[src/rtl/beat_sequencer.sv]
`default_nettype none
// +----------------------------------------------------------------------------+
// | beat_sequencer                                                             |
// | Music beat sequencer: track select, tempo divide, play/fade/idle volume    |
// | ramp, plus an independent one-shot sound-effect beat counter.              |
// | Revision: 1.0                                                              |
// +----------------------------------------------------------------------------+
module beat_sequencer #(
  parameter int TRACK0_LEN = 1200,
  parameter int TRACK1_LEN = 512,
  parameter int TRACK2_LEN = 256,
  parameter int TRACK3_LEN = 64,
  parameter int SFX_LEN    = 16,
  parameter int FADE_STEP  = 8
) (
  input  logic        clk22,
  input  logic        rst,
  input  logic        play_en,
  input  logic [1:0]  track_sel,
  input  logic [2:0]  tempo_div,
  input  logic [1:0]  vol_in,
  input  logic        sfx_req,
  output logic [11:0] beat_num,
  output logic        music_en,
  output logic [1:0]  volume,
  output logic        sfx_active,
  output logic [5:0]  sfx_beat,
  output logic        loop_done,
  output logic [1:0]  seq_state
);

  localparam logic [1:0] C_IDLE = 2'd0;
  localparam logic [1:0] C_PLAY = 2'd1;
  localparam logic [1:0] C_FADE = 2'd2;

  localparam int              C_FW        = (FADE_STEP > 1) ? $clog2(FADE_STEP) : 1;
  localparam logic [C_FW-1:0] C_FADE_LAST = C_FW'(FADE_STEP - 1);
  localparam logic [11:0]     C_LEN0_M1   = 12'(TRACK0_LEN - 1);
  localparam logic [11:0]     C_LEN1_M1   = 12'(TRACK1_LEN - 1);
  localparam logic [11:0]     C_LEN2_M1   = 12'(TRACK2_LEN - 1);
  localparam logic [11:0]     C_LEN3_M1   = 12'(TRACK3_LEN - 1);
  localparam logic [5:0]      C_SFX_LAST  = 6'(SFX_LEN - 1);

  logic            r_play_s1, r_play_s2;
  logic            r_sfx_s1, r_sfx_s2, r_sfx_prev;
  logic [1:0]      r_trk_s1, r_trk_s2;
  logic [1:0]      r_state;
  logic [1:0]      r_cur_track;
  logic [11:0]     r_beat;
  logic [2:0]      r_tick;
  logic [C_FW-1:0] r_fade_cnt;
  logic [1:0]      r_vol;
  logic            r_pending;
  logic            r_loop_done;
  logic            r_sfx_active;
  logic [5:0]      r_sfx_beat;

  logic [11:0]     w_len_m1;
  logic            w_tick_hit;
  logic            w_wrap;
  logic [11:0]     w_beat_adv;
  logic            w_fade_term;
  logic            w_sfx_rise;

  // Two-flop synchronisers; r_sfx_prev is the edge-detect history
  always_ff @(posedge clk22 or posedge rst) begin
    if (rst) begin
      r_play_s1  <= 1'b0;
      r_play_s2  <= 1'b0;
      r_sfx_s1   <= 1'b0;
      r_sfx_s2   <= 1'b0;
      r_sfx_prev <= 1'b0;
      r_trk_s1   <= 2'd0;
      r_trk_s2   <= 2'd0;
    end else begin
      r_play_s1  <= play_en;
      r_play_s2  <= r_play_s1;
      r_sfx_s1   <= sfx_req;
      r_sfx_s2   <= r_sfx_s1;
      r_sfx_prev <= r_sfx_s2;
      r_trk_s1   <= track_sel;
      r_trk_s2   <= r_trk_s1;
    end
  end

  always_comb begin
    w_len_m1 = C_LEN0_M1;
    case (r_cur_track)
      2'd0:    w_len_m1 = C_LEN0_M1;
      2'd1:    w_len_m1 = C_LEN1_M1;
      2'd2:    w_len_m1 = C_LEN2_M1;
      default: w_len_m1 = C_LEN3_M1;
    endcase
  end

  // >= so a tempo_div lowered below the running count still ends the beat
  assign w_tick_hit  = (r_tick >= tempo_div);
  assign w_wrap      = (r_beat == w_len_m1);
  assign w_beat_adv  = w_wrap ? 12'd0 : r_beat + 12'd1;
  assign w_fade_term = (r_fade_cnt == C_FADE_LAST);
  assign w_sfx_rise  = r_sfx_s2 & ~r_sfx_prev;

  always_ff @(posedge clk22 or posedge rst) begin
    if (rst) begin
      r_state     <= C_IDLE;
      r_cur_track <= 2'd0;
      r_beat      <= 12'd0;
      r_tick      <= 3'd0;
      r_fade_cnt  <= '0;
      r_vol       <= 2'd0;
      r_pending   <= 1'b0;
      r_loop_done <= 1'b0;
    end else begin
      r_loop_done <= 1'b0;
      // Beat clock runs identically in PLAY and FADE; state branches override below
      if (r_state == C_PLAY || r_state == C_FADE) begin
        if (w_tick_hit) begin
          r_tick      <= 3'd0;
          r_beat      <= w_beat_adv;
          r_loop_done <= w_wrap;
        end else begin
          r_tick <= r_tick + 3'd1;
        end
      end
      case (r_state)
        C_IDLE: begin
          r_beat     <= 12'd0;
          r_vol      <= 2'd0;
          r_tick     <= 3'd0;
          r_fade_cnt <= '0;
          if (r_play_s2) begin
            r_state     <= C_PLAY;
            r_cur_track <= r_trk_s2;
            r_vol       <= vol_in;
          end
        end
        C_PLAY: begin
          r_vol      <= vol_in;
          r_fade_cnt <= '0;
          if (!r_play_s2) begin
            r_state   <= C_FADE;
            r_pending <= 1'b0;
          end else if (r_trk_s2 != r_cur_track) begin
            r_state   <= C_FADE;
            r_pending <= 1'b1;
          end
        end
        C_FADE: begin
          if (r_play_s2 && !r_pending) begin
            r_state <= C_PLAY;
            r_vol   <= vol_in;
          end else if (w_fade_term) begin
            r_fade_cnt <= '0;
            if (r_vol != 2'd0) begin
              r_vol <= r_vol - 2'd1;
            end else if (r_pending && r_play_s2) begin
              r_state     <= C_PLAY;
              r_beat      <= 12'd0;
              r_tick      <= 3'd0;
              r_cur_track <= r_trk_s2;
              r_vol       <= vol_in;
              r_pending   <= 1'b0;
            end else begin
              r_state   <= C_IDLE;
              r_beat    <= 12'd0;
              r_tick    <= 3'd0;
              r_pending <= 1'b0;
            end
          end else begin
            r_fade_cnt <= r_fade_cnt + 1'b1;
          end
          if (!r_play_s2) begin
            r_pending <= 1'b0;
          end
        end
        default: begin
          r_state <= C_IDLE;
        end
      endcase
    end
  end

  // Sound-effect counter runs every cycle regardless of the music state
  always_ff @(posedge clk22 or posedge rst) begin
    if (rst) begin
      r_sfx_active <= 1'b0;
      r_sfx_beat   <= 6'd0;
    end else if (w_sfx_rise) begin
      r_sfx_active <= 1'b1;
      r_sfx_beat   <= 6'd0;
    end else if (r_sfx_active) begin
      if (r_sfx_beat == C_SFX_LAST) begin
        r_sfx_active <= 1'b0;
        r_sfx_beat   <= 6'd0;
      end else begin
        r_sfx_beat <= r_sfx_beat + 6'd1;
      end
    end
  end

  assign beat_num   = r_beat;
  assign music_en   = (r_state == C_PLAY) || (r_state == C_FADE);
  assign volume     = r_vol;
  assign sfx_active = r_sfx_active;
  assign sfx_beat   = r_sfx_beat;
  assign loop_done  = r_loop_done;
  assign seq_state  = r_state;

endmodule
`default_nettype wire

[config.mk]
export PLATFORM = sky130hd
export DESIGN_NAME = beat_sequencer
export DESIGN_NICKNAME = d
export VERILOG_FILES = /design/src/rtl/beat_sequencer.sv
export SDC_FILE = /design/constraint.sdc
export NUM_CORES = 1
export LEC_CHECK = 0
export BUFFER_PORTS_ARGS = -buffer_cell sky130_fd_sc_hd__buf_4
export CAP_MARGIN = 20
export CORE_ASPECT_RATIO = 0.6
export CORE_MARGIN = 3
export CORE_UTILIZATION = 40
export CTS_CLUSTER_DIAMETER = 50
export CTS_CLUSTER_SIZE = 16
export DETAILED_ROUTE_END_ITERATION = 16
export SLEW_MARGIN = 20
export SYNTH_ARGS = -nofsm -noshare
export SYNTH_HDL_FRONTEND = slang
export SYNTH_SLANG_ARGS = --single-unit
[constraint.sdc]
create_clock -name clk22 -period 6.2 [get_ports clk22]
set_clock_uncertainty 0.15 [all_clocks]
set_input_delay 0.31 -clock clk22 [delete_from_list [all_inputs] [get_ports clk22]]
set_output_delay 0.31 -clock clk22 [all_outputs]
set_load 0.005 [all_outputs]
# Word level (Yosys, flattened, before mapping)
# Cells that the tools add are included.
# word_totals
wordCells	115
input_bits	11
regBits	42
# classes
addsub	5
reduce_logical	18
magnitude_cmp	1
mux	52
bitwise_logic	2
eq_ne	20
# op_table
operator	n
two-way mux 12 bit	6
one-hot mux 11 bit (3 select lines)	1
two-way mux 2 bit	16
one-hot mux 12 bit (2 select lines)	1
two-way mux 3 bit	7
two-way mux 6 bit	3
adder 12 x 1 -> 12 bit, second input constant	1
== test 12 bit	1
two-way mux 1 bit	12
inequality test 3 bit, second input constant	4
one-hot mux 2 bit (3 select lines)	2
one-hot mux 3 bit (2 select lines)	2
nonzero test 2 bit	5
inequality test 2 bit, second input constant	4
adder 3 x 1 -> 3 bit, second input constant	2
adder 6 x 1 -> 6 bit, second input constant	1
== test 6 x 4 -> 1 bit, second input constant	1
inequality test 3 x 2 -> 1 bit, second input constant	2
AND reduction 6 bit	1
AND reduction 5 bit	1
== test 2 x 1 -> 1 bit, second input constant	2
== test 2 bit, second input constant	2
zero test 2 bit	2
inequality test 4 x 1 -> 1 bit, second input constant	1
17 further kinds	18

# Depth between registers and ports, before layout
# logic_depth
depth_word	10
mapped_depth	8
mapped_depth_nobuf	6

# Least setup slack after synthesis
# Ideal clock, no wire load.
# synth_timing
path_kind	reg2reg
start	register r_fade_cnt[0]
end	register r_cur_track[0]
arrival_ns	1.686
required_time_ns	5.925
setup_time_ns	0.125
synth_period_minus_slack_ns	1.960
path_slack_ns	4.240
stages_incl_launch_ff	7
cell_sequence	dfrtp_1 ha_1 ha_1 nor3b_2 and3_1 o21ai_0 mux2_2
# synth_between
elab_chain_len	3
# synth_rtl
element	line	rtl
start, declared	51	logic [C_FW-1:0] r_fade_cnt;
start signal, assigned	170	r_fade_cnt <= r_fade_cnt + 1'b1;
== test 3 bit	100	assign w_fade_term = (r_fade_cnt == C_FADE_LAST);
inequality test 2 bit (no line)	-	
AND reduction 6 bit (no line)	-	
end signal, assigned	133	r_cur_track <= r_trk_s2;
end signal, assigned	160	r_cur_track <= r_trk_s2;
end, declared	48	logic [1:0] r_cur_track;
# No other way between the ends.
# A chain may end at the register's enable or synchronous reset.

# Final worst setup path
# layout_timing
start	register r_state[0] (netlist: seq_state[0])
end	register r_beat[9] (netlist: beat_num[9])
# layout_between
elab_chain_len	7
# layout_rtl
element	line	rtl
start, declared	47	logic [1:0] r_state;
start signal, assigned	105	r_state <= C_IDLE;
start signal, assigned	132	r_state <= C_PLAY;
start signal, assigned	141	r_state <= C_FADE;
== test 2 x 1 -> 1 bit or == test 2 bit (tied branches)	116, 125	
logical OR 1 bit	116	if (r_state == C_PLAY || r_state == C_FADE) begin
two-way mux 12 bit	116	
two-way mux 12 bit	154	if (r_vol != 2'd0) begin
two-way mux 12 bit	152	end else if (w_fade_term) begin
two-way mux 12 bit	149	if (r_play_s2 && !r_pending) begin
one-hot mux 12 bit (2 select lines) (*)	125	case (r_state)
end signal, assigned	119	r_beat <= w_beat_adv;
end, declared	49	logic [11:0] r_beat;
# Every way passes the cells marked *; elsewhere a longest branch is shown, timed or not.

==> reports/results.ini <==
[synth]
synth.most_common_cell = dfrtp_1
yosys.area.top_type = dfrtp_1
synth_top_flop_cell = dfrtp_1
ys_ff_latch = 42
synth_fp_nets = 250
syn_inst = 224
synth-edff-count = 0
ys_types = 51
yosysWarningCount = 0
async_flop_share_pct = 100
synth_top_area_share_pct = 45.3
avgSynthCellArea_um2 = 10.4
synthTopCellsByCount = 42 x dfrtp_1, 15 x ha_1, 14 x inv_1
ys_top_cells_by_area = dfrtp_1 45%, ha_1 8.1%, a211oi_1 2.9%
ys_seq_area_share_pct = 45.3
synthesis.area_um2 = 2320

[power]
power_frac_seq_pct = 37.2
ir_drop_mv = 0.147
p_int_mw = 0.630
switchingPower_mw = 0.420
p_leak_nw = 1.27
power_mw = 1.05
p_comb_share_pct = 45.1
p_sw_share_pct = 40.0
power_density_nw_per_um2 = 375
clock_power_share_pct = 17.7

[sta]
fin_crit_sh_pct = 39.4
maxSlewHeadroom_pct = 50.7
rsz0062_at_grt = false
fmax_mhz = 409
timing.final.ws_setup_ns = 3.76
drv_slew = 0
setup-violations-final = 0
hold_ws_ns = -0.0163
worst_pin_slew_ns = 0.734
finalHoldViolCount = 12
setup_tns_ns = 0
fin_crit_ns = 2.44

[floorplanning]
fp.dieArea_um2 = 6790
die_w_um = 104
start_util_pct = 43.6
num_io_pins = 36
die_y_um = 65.0
core_area_um2 = 5330
placement_rows = 20

[cts]
ctsResizeCount = 0
numCtsBuffers = 5
cts_tree = done
cts-htree-levels = 2
cts.sinks = 42
cts_root_buf = clkbuf_8
cts-hold-fix-buffers = 4
path_clk_slew_ns = 0.09
clock_latency_ns = 0.30
cts.path.max_buffers = 2
post_cts_buffers = 0

[global_routing]
antenna_found_initial = 0
grt_overflow = 0
track_usage_pct = 16.5
grt_pass1_wl_um = 8820
grt_pass1_vias = 1774
grt_max_degree = 43

[detailed_routing]
drt_pre_antenna_iters = 4
final_antenna_net_count = 0
wire_per_inst_um = 15.5
totalWireLength_um = 5280
drt_iter0_markers = 129
num_vias = 1872
drcViolationCount = 0
routed_via_density = 5.51

[final_layout]
fillers = 495
antenna_cells = 0
nets = 288
final_cells = 340
final_util_pct = 52.6
stdcell_area_um2 = 2800
area_growth_pct = 20.7
drive_gt1_share_pct = 24.3

[run_status]
outcome = complete, but fails checks
failed_checks = negative hold slack

[critical_path]
start_kind = flop
cpMaxStageDelayCell = or4_1
cp_max_fo = 13
crit_chain = inv_1 > ha_1 > nand3_1 > or4_1 > a211oi_1
cp-end-kind = flop
arrival_ns = 2.50
critPathKind = reg2reg
worst-path-buf-inv = 1
cp_data_required_time_ns = 6.25
cpPeakStageDelay_ns = 0.56
cpLargestDelayFamily = simple AND/OR/NAND/NOR gates

[placed_design]
pre_cts_slack_ns = 3.45
dp_cells = 328
place.port_buffers = 35
place_area_um2 = 2660
gp_congestion = 0.758
hpwlAfterDp_um = 3710

[job]
maxCapViolCount = 0

[hold_path]
hp-class = in2async

[power groups by stage]
stage	Combinational, mW	Clock, mW	Sequential [mW]
after global placement	0.467	0	0.393
after detailed placement	0.472	0	0.395
final	0.473	0.186	0.391
after floorplan	0.340	0	0.381
after CTS	0.477	0.193	0.390
after global routing	0.538	0.205	0.401
[layout by cell type (no fill, tap or decap), drive strengths merged, types with 7 or more instances in the layout]
| cell | n |
|---|---|
| nand4 | 7 |
| clkbuf | 7 |
| buf | 37 |
| o21ai | 8 |
| a21oi | 10 |
| nor2 | 8 |
| dfrtp | 42 |
| or4 | 8 |
| nand2 | 11 |
| ha | 15 |
| o31ai | 9 |
| inv | 13 |
| a211oi | 11 |
[state kept, by name, summed over array words and instances (netlist names), 3 cells and up]
signal and flops:
beat_num 12, r_fade_cnt 3, r_tick 3, sfx_beat 6
[worst reg2reg max path: stages (launching register included)]
cell and delay (ns):
dfrtp_1 0.42, inv_1 0.08, ha_1 0.54, nand3_1 0.37, or4_1 0.56, a211oi_1 0.23
[final timing paths]
kind                       cells past startpoint    startpoint     endpoint  slack [ns]
max                                            5  seq_state[0]  beat_num[9]        3.76
min                                            3           rst     r_sfx_s1       -0.02
max reg2reg                                    5  seq_state[0]  beat_num[9]        3.76
min reg2reg                                    0   r_trk_s1[0]  r_trk_s2[0]        0.20
max in group asynchronous                      3           rst    loop_done        5.52
min in group clk22                             3     vol_in[1]    volume[1]        0.13
[layer usage]
layer / GRT usage, % / vias up / part of all wire, % / wire length, µm
met4: 5.64 / 0 / 0.97 / 51
met5: 0 / - / 0 / 0
li1: - / 905 / - / -
met2: 22.5 / 32 / 40 / 2100
met1: 24.2 / 930 / 55 / 2900
met3: 5.27 / 5 / 4.3 / 226
[cells by family after synthesis]
family	after synthesis	synth area share [%]
and+or+nand+nor	70	18.3
DFF	42	45.3
xor gates and xnor gates	7	2.64
buffers and inverters	24	4.20
muxes	8	3.77
AOI/OAI and AO/OA	58	17.8
adders and majority gates	15	8.08
[layout make-up]
class                   instances  area [µm²]  area share (%)
clock buffers                   7        86.3            3.08
inverters                      14        52.6            1.87
well taps                      77        96.3            3.44
clock inverters                 1        5.00           0.178
multi-input cells             158        1190            42.6
flip-flops and latches         42        1050            37.5
repair buffers                 41         318            11.3
Note: power is estimated with default switching activity, not from simulation.
